$ cat src/rtl/fifo_wr_arb_pkg.sv
// Shared scheduler definitions: arbiter FSM state encoding and a clog2 helper.
// Latency: n/a (types and constant functions only).
// Backpressure: n/a.
//
// Contents:
//   arb_state_t : ARB (0) = searching for a grantee, GRANT (1) = grant held
//   clog2()     : ceiling log2, used for index and counter widths
package fifo_wr_arb_pkg;

  typedef enum logic [0:0] {
    ARB   = 1'b0,
    GRANT = 1'b1
  } arb_state_t;

  // Ceiling log2 for elaboration-time widths; clog2(1) = 0.
  function automatic int clog2(input int value);
    int r;
    r = 0;
    for (int p = 1; p < value; p = p * 2) begin
      r = r + 1;
    end
    return r;
  endfunction

endpackage

$ cat src/rtl/fifo_wr_arb_rr_pick.sv
// Circular first-one finder: first set bit of req at or after ptr, wrapping.
// Latency: purely combinational.
// Backpressure: none, stateless.
//
// Ports:
//   req   : request vector, one bit per requester
//   ptr   : search start index (must be < N)
//   idx   : index of the first set bit found from ptr onwards
//   found : at least one bit of req is set
module rr_pick
  import fifo_wr_arb_pkg::*;
#(
  parameter int N = 4,
  parameter int W = clog2(N)
) (
  input  logic [N-1:0] req,
  input  logic [W-1:0] ptr,
  output logic [W-1:0] idx,
  output logic         found
);

  // One extra bit so ptr + offset never overflows before the wrap.
  logic [W:0] pos;

  always_comb begin
    idx   = '0;
    found = 1'b0;
    pos   = '0;
    for (int i = 0; i < N; i++) begin
      pos = {1'b0, ptr} + (W+1)'(i);
      if (pos >= (W+1)'(N)) begin
        pos = pos - (W+1)'(N);
      end
      if (!found && req[pos[W-1:0]]) begin
        found = 1'b1;
        idx   = pos[W-1:0];
      end
    end
  end

endmodule

$ cat src/rtl/fifo_wr_arb.sv
// Round-robin burst arbiter merging NREQ requester streams into one FIFO write port.
// Latency: one ARB cycle per grant handover; beats pass combinationally while granted.
// Backpressure: i_wr_ready low stalls the grantee (ready deasserted), grant and beat count hold.
//
// Ports:
//   i_clk, i_rst_n  : clock and asynchronous active-low reset
//   i_req_data      : NREQ packed words, requester k at [k*DATW +: DATW]
//   i_req_valid     : per-requester word valid
//   i_req_last      : per-requester last word of burst (qualified by valid)
//   o_req_ready     : per-requester accept, only the grantee can see it high
//   o_wr_data/o_wr_en/i_wr_ready : FIFO write side
//   o_gnt_id, o_busy: current grantee index and grant-held flag
module fifo_wr_arb
  import fifo_wr_arb_pkg::*;
#(
  parameter int NREQ = 4,
  parameter int DATW = 128,
  parameter int MAXB = 16
) (
  input  logic                     i_clk,
  input  logic                     i_rst_n,
  input  logic [NREQ*DATW-1:0]     i_req_data,
  input  logic [NREQ-1:0]          i_req_valid,
  input  logic [NREQ-1:0]          i_req_last,
  output logic [NREQ-1:0]          o_req_ready,
  output logic [DATW-1:0]          o_wr_data,
  output logic                     o_wr_en,
  input  logic                     i_wr_ready,
  output logic [clog2(NREQ)-1:0]   o_gnt_id,
  output logic                     o_busy
);

  localparam int GW = clog2(NREQ);
  localparam int CW = clog2(MAXB);

  arb_state_t      state_q;
  arb_state_t      state_d;
  logic [GW-1:0]   rr_ptr_q;
  logic [GW-1:0]   gnt_q;
  logic [CW-1:0]   beat_cnt_q;

  logic [GW-1:0]   pick_idx;
  logic            pick_found;
  logic [GW-1:0]   rr_next;
  logic            beat;
  logic            last_beat;

  rr_pick #(
    .N (NREQ),
    .W (GW)
  ) u_rr_pick (
    .req   (i_req_valid),
    .ptr   (rr_ptr_q),
    .idx   (pick_idx),
    .found (pick_found)
  );

  // Pointer moves past the new grantee so it gets lowest priority next round.
  assign rr_next = (pick_idx == GW'(NREQ-1)) ? '0 : pick_idx + 1'b1;

  // A beat is any cycle the FIFO actually takes a word.
  assign beat = o_wr_en;

  // Grant ends on the burst's last word or when the MAXB-th beat lands;
  // a truncated burst simply continues in a later grant.
  assign last_beat = beat && (i_req_last[gnt_q] || (beat_cnt_q == CW'(MAXB-1)));

  // ---------------------------------------------------------------------------
  // FSM: state register
  // ---------------------------------------------------------------------------
  always_ff @(posedge i_clk or negedge i_rst_n) begin
    if (!i_rst_n) begin
      state_q <= ARB;
    end else begin
      state_q <= state_d;
    end
  end

  // ---------------------------------------------------------------------------
  // FSM: next-state logic
  // ---------------------------------------------------------------------------
  always_comb begin
    state_d = state_q;
    case (state_q)
      ARB: begin
        if (pick_found) begin
          state_d = GRANT;
        end
      end
      GRANT: begin
        if (last_beat) begin
          state_d = ARB;
        end
      end
      default: state_d = ARB;
    endcase
  end

  // ---------------------------------------------------------------------------
  // FSM: outputs (combinational from registered grant)
  // ---------------------------------------------------------------------------
  always_comb begin
    o_wr_en     = 1'b0;
    o_req_ready = '0;
    o_wr_data   = '0;
    for (int k = 0; k < NREQ; k++) begin
      if (gnt_q == GW'(k)) begin
        o_wr_data = i_req_data[k*DATW +: DATW];
      end
    end
    if (state_q == GRANT) begin
      o_wr_en             = i_req_valid[gnt_q] & i_wr_ready;
      o_req_ready[gnt_q]  = i_wr_ready;
    end
  end

  assign o_busy   = (state_q == GRANT);
  assign o_gnt_id = gnt_q;

  // ---------------------------------------------------------------------------
  // Grant bookkeeping: grantee, round-robin pointer, beat counter
  // ---------------------------------------------------------------------------
  always_ff @(posedge i_clk or negedge i_rst_n) begin
    if (!i_rst_n) begin
      gnt_q      <= '0;
      rr_ptr_q   <= '0;
      beat_cnt_q <= '0;
    end else if ((state_q == ARB) && pick_found) begin
      gnt_q      <= pick_idx;
      rr_ptr_q   <= rr_next;
      beat_cnt_q <= '0;
    end else if (beat) begin
      // Wraps to zero at MAXB; the grant is released on that same beat.
      beat_cnt_q <= beat_cnt_q + 1'b1;
    end
  end

endmodule

$ cat config.mk
export PLATFORM = sky130hd
export DESIGN_NAME = fifo_wr_arb
export DESIGN_NICKNAME = d
export VERILOG_FILES = /design/src/rtl/fifo_wr_arb_pkg.sv /design/src/rtl/fifo_wr_arb_rr_pick.sv /design/src/rtl/fifo_wr_arb.sv
export SDC_FILE = /design/constraint.sdc
export NUM_CORES = 1
export LEC_CHECK = 0
export CORE_AREA = 2 2 257 259
export DETAILED_ROUTE_END_ITERATION = 6
export DIE_AREA = 0 0 259 261
export DONT_BUFFER_PORTS = 1
export HOLD_SLACK_MARGIN = 0.06
export PLACE_DENSITY_LB_ADDON = 0.3
export SYNTH_ARGS = -nofsm -noshare
export SYNTH_HDL_FRONTEND = slang
export SYNTH_HIERARCHICAL = 1
export SYNTH_SLANG_ARGS = --single-unit
$ cat constraint.sdc
create_clock -name i_clk -period 1.9 [get_ports i_clk]
set_clock_uncertainty 0.1 [all_clocks]
set_input_delay 0.38 -clock i_clk [delete_from_list [all_inputs] [get_ports i_clk]]
set_output_delay 0.38 -clock i_clk [all_outputs]
set_load 0.05 [all_outputs]
Word-level counts from Yosys, hierarchy flattened
Cells that the tools add are included.
W data, S select, Z words.
{"block": "word_totals", "regBits": 9, "word_cells": 81, "output_inout_bits": 136}
{"block": "op_classes", "n_eq_ne": 5, "n_addsub": 9, "bitwise": 3, "mux": 38, "n_lt_le_gt_ge": 10, "n_reduce_logical": 12}
{"cell": "$mux W128", "n": 4}
{"cell": "$mux W2", "n": 9}
{"cell": "$lt A2 B3 Y1 const B", "n": 5}
{"cell": "$mux W1", "n": 14}
{"cell": "$bmux W1 S2", "n": 6}
{"cell": "$mux W4", "n": 3}
{"cell": "$ge A3 B3 Y1 const B", "n": 3}
{"cell": "$sub A2 B1 Y2 const B", "n": 4}
{"cell": "$add A2 B2 Y3 const B", "n": 2}
{"cell": "$eq A2 B2 Y1 const B", "n": 3}
{"cell": "$logic_and A1 B1 Y1", "n": 6}
{"cell": "$add A4 B1 Y4 const B", "n": 1}
{"cell": "$and A4 B4 Y4", "n": 1}
{"cell": "$eq A4 B4 Y1 const B", "n": 1}
{"cell": "$add A2 B1 Y3 const B", "n": 1}
{"cell": "$ge A2 B3 Y1 const B", "n": 1}
{"cell": "$logic_not A1 Y1", "n": 3}
{"cell": "$add A2 B1 Y2 const B", "n": 1}
{"cell": "$demux W1 S2", "n": 1}
{"cell": "$eq A2 B1 Y1 const B", "n": 1}
{"cell": "$ge A2 B1 Y1 const B", "n": 1}
{"cell": "$logic_not A2 Y1", "n": 1}
{"cell": "$pmux W1 S2", "n": 1}
{"cell": "$reduce_bool A2 Y1", "n": 1}
{"cell": "other kinds (3)", "n": 3}

Logic depth before layout (Yosys ltp)
{"block": "logic_depth", "depth_word": 16, "depth_mapped": 6}

Hierarchy
Netlist, hierarchy kept.
{"module": "fifo_wr_arb", "area_each_um2": 3597.2, "cells_per_inst": 202, "n_inst": 1}
{"module": "rr_pick", "area_each_um2": 77.6, "cells_per_inst": 15, "n_inst": 1}

Worst setup path after synthesis
OpenSTA, ideal clock, no wires.
{"block": "synth_path", "kind": "reg-to-output", "start": "reg gnt_q[0], in the netlist o_gnt_id[0]", "end": "out o_wr_data[100]", "path_stages_with_launch": 5, "slack_ns": -0.412, "arrival_time_ns": 1.832, "n_path_buf": 3, "path_cell_list": "dfrtp_1 -> buf_6 -> buf_6 -> buf_6 -> mux4_2"}
{"block": "synth_via", "elab_chain_len": 5, "word_cells_on_any_way": 8, "classes_between": "eq/ne: 3; mux: 4; reduce/logical: 1"}
{"item": "start: declaration", "line_no": "fifo_wr_arb.sv:39", "rtl": "logic [GW-1:0] gnt_q;"}
{"item": "start signal: assignment", "line_no": "fifo_wr_arb.sv:129", "rtl": "gnt_q <= pick_idx;"}
{"item": "$logic_not A2 Y1", "line_no": "fifo_wr_arb.sv:107", "rtl": "if (gnt_q == GW'(k)) begin"}
{"item": "$mux W128 (3 in series)", "line_no": "fifo_wr_arb.sv:107"}
{"item": "$mux W128 (*)", "line_no": "fifo_wr_arb.sv:107"}
{"item": "end: declaration", "line_no": "fifo_wr_arb.sv:26", "rtl": "output logic [DATW-1:0] o_wr_data,"}
Mark *: on every way between the ends. The rest lies on a longest branch, timed or not.

Final worst setup path
{"block": "layout_path", "start": "reg gnt_q[0], in the netlist o_gnt_id[0]", "end": "out o_wr_data[3]"}
Same word-level chain as after synthesis.

==> results.md <==
* **clk sink count** 9
* **hold depth** 4
* **final critical-path setup slack** -0.488 ns
* **core outline area** 0.0650 sq mm
* **vias in the first global route** 3,712
* **highest achievable clock rate** 0.419 GHz
* **cell row count** 94
* **Post-Synthesis Net Count** 742
* **cell with the most instances after synthesis** mux4_2
* **number of library cell types mapped by synthesis** 26
* **maximum resistive drop on vdd** 1120 uV
* **total number of vias** 3,509
* **slack of the worst reg-to-reg path** -0.24 ns
* **maximum fanout count along the critical path** 7
* **startpoint type of the worst setup path** register
* **Detailed Routing Iterations Pass 1** 4
* **unrepaired setup endpoints after global routing** yes
* **die boundary width** 259 um
* **starting utilization of the core area** 5.65%
* **clock transition at the registers of the reported paths** 0.04 ns
* **number of nets in the layout** 800
* **initial antenna violation count** 23
* **Total GRT Usage** 9.08%
* **worst hold start** i_req_valid[2]
* **most used flip-flop cell after synthesis** dfrtp_1
* **full die area** 0.0676 sq mm
* **library cell with the largest summed area after synthesis** mux4_2
* **worst min-delay path endpoint** o_busy
* **number of buffers created by CTS** 3
* **standby leakage power** 0.00181 uW
* **later-pin clock latency in the skew report** 0.23 ns
* **post-synth top area share** 79.1%
* **power density normalized to cell area** 2570 mW/mm^2
* **startpoint of the lowest-slack register-to-register path** o_gnt_id[0]
* **number of inserted filler cells in the final layout** 7,390
* **post-placement cell count** 1,115
* **sequential-to-total area share from yosys stat** 6.13%
* **critical path start-end classification** reg -> out
* **library cell used as clock root buffer** clkbuf_16
* **Ys Warns** 6
* **drc violations** 0
* **synth-to-layout area growth** 70.8%
* **hpwl dp** 30,500 um
* **Setup Slack @ Placement** -0.323 ns
* **CTS tree** done
* **final worst hold slack** 0.412 ns
* **pins over their slew limit** 0
* **number of routed nets with antenna violations** 0
* **endpoint required time on the critical path** 1.42 ns
* **Data arrival, critical path** 1.91 ns
* **post-layout min period** 2.39 ns
* **Avg Cell Area, Syn** 16.9 sq um
* **overflow left after global routing** 0
* **Placer Congestion** 0.876
* **count of final hold-check violations** 0
* **accumulated negative setup slack** -54.95 ns
* **ratio of cells with drive above 1 in the final layout** 84.3%
* **I/O Pins** 659
* **async set or reset register ratio after synthesis** 100%
* **measured slew at the worst slew-check pin** 0.495 ns
* **aggregate routed wire length** 34,600 um
* **number of synthesized register bits** 9
* **violated checks** setup timing
* **status** complete, but fails checks
* **initial DRC count** 271
* **Mapped Area** 0.00367 sq mm
* **post-detailed-route wirelength per cell** 30.1 um
* **final count of negative-setup-slack endpoints** 138
* **Die H** 261 um
* **headroom to the max-slew limit** 67.0%
* **Post-synth EDFFs** 0
* **Worst setup EP type** output port
* **endpoint of the lowest-slack register-to-register path** beat_cnt_q[3]
* **maxcap violations** 0
* **final critical-path share of the clock period** 126%
* **# port buffers** 0
* **Area contributors post-synth** mux4_2, dfrtp_1, buf_6
* **wire length of the first global-routing pass** 39,700 um
* **post-route non-filler standard cell count** 1,151
* **synth cell count leaders** mux4_2, buf_2, buf_6
* **worst r2r path cells** 9
* **Clock H-tree levels** 1
* **worst-case clock buffer depth** 2
* **maximum number of pins on one net before global-route repair** 74
* **detailed-route vias per instance** 3.05
* **synthesized instance count** 217
* **class of the worst hold path** in -> reg
-- area by class of cell --
class                   instances  area, sq um  share of cell area, %
diodes                         13         32.5                  0.518
inverters                       6         25.0                  0.399
repair buffers                 84         1580                   25.1
multi-input cells             171         3250                   51.8
flip-flops and latches          9          234                   3.73
clock buffers                   4         78.8                   1.26
well taps                     864         1080                   17.2
-- where the power goes --
group,total (uW),leakage [uW],internal (uW),switching [uW]
combinational,15400,0.00167,5770,9590
sequential,413,0.000105,302,111
clock,364,0.0000382,280,84.5
-- worst max-delay path by stage --
| stage | start | endpoint | slack (ns) | cells after the start |
|---|---|---|---|---|
| 6_report | o_gnt_id[0] | o_wr_data[3] | -0.49 | 4 |
| 5_1_grt | o_gnt_id[0] | o_wr_data[72] | -0.53 | 4 |
| 4_1_cts | o_gnt_id[0] | o_wr_data[40] | -0.51 | 4 |
| 3_5_place_dp | o_gnt_id[0] | o_wr_data[40] | -0.32 | 4 |
| 3_3_place_gp | o_gnt_id[0] | o_wr_data[40] | -0.32 | 4 |
| 2_1_floorplan | o_gnt_id[0] | o_wr_data[100] | -0.25 | 4 |
-- flip-flops by register name (all words and copies together) (netlist names) --
| signal | count |
|---|---|
| beat_cnt_q | 4 |
| o_gnt_id | 2 |
| rr_ptr_q | 2 |
| o_busy | 1 |
-- cell families after synthesis --
group	after synthesis	synth area share, %
AO/OA/AOI/OAI	15	3.06
multiplexers	135	80.8
AND/OR/NAND/NOR	18	2.35
XOR/XNOR	1	0.238
adder cells (fa/ha/maj)	2	0.681
flip-flops	9	6.13
buffers and inverters	37	6.74
-- worst max-delay path: stages, from the launching register on --
cell and delay, ns:
dfrtp_4 0.51, buf_4 0.16, buf_12 0.14, bufbuf_16 0.27, mux4_2 0.59
-- timing repair --
| action | CTS | global route |
|---|---|---|
| resized for setup | 35 | 3 |
| setup endpoints to repair | 134 | 138 |
| cloned | 6 | 2 |
| pin swaps | 2 | 1 |
| buffers inserted | 9 | 1 |
| hold endpoints to repair | 9 | 0 |
| hold buffers | 1 | 0 |
-- metrics by stage --
stage               area, sq um  total power (uW)  util [%]
floorplan                  3790             10800         -
global placement           5670             14700      8.71
detailed placement         5670             14700      8.71
CTS                        6170             16300      9.49
global route               6260             16800      9.62
finish                     6280             16100      9.65
-- metal layers --
layer,GRT usage [%],up-vias,routed length [um]
met5,0,-,57
met4,1.43,10,701
met3,4.67,52,5580
met2,15.4,488,16400
met1,10.4,1789,11900
li1,-,1170,-
-- cells in the final DEF, fill, tap and decap left out, types with 5 or more instances in the layout --
master / n
clkbuf_16: 5
buf_12: 50
a21oi_1: 6
mux4_2: 129
buf_16: 9
buf_4: 10
dfrtp_1: 6
diode_2: 13
buf_6: 6
Power figures use the tool's default switching activity.
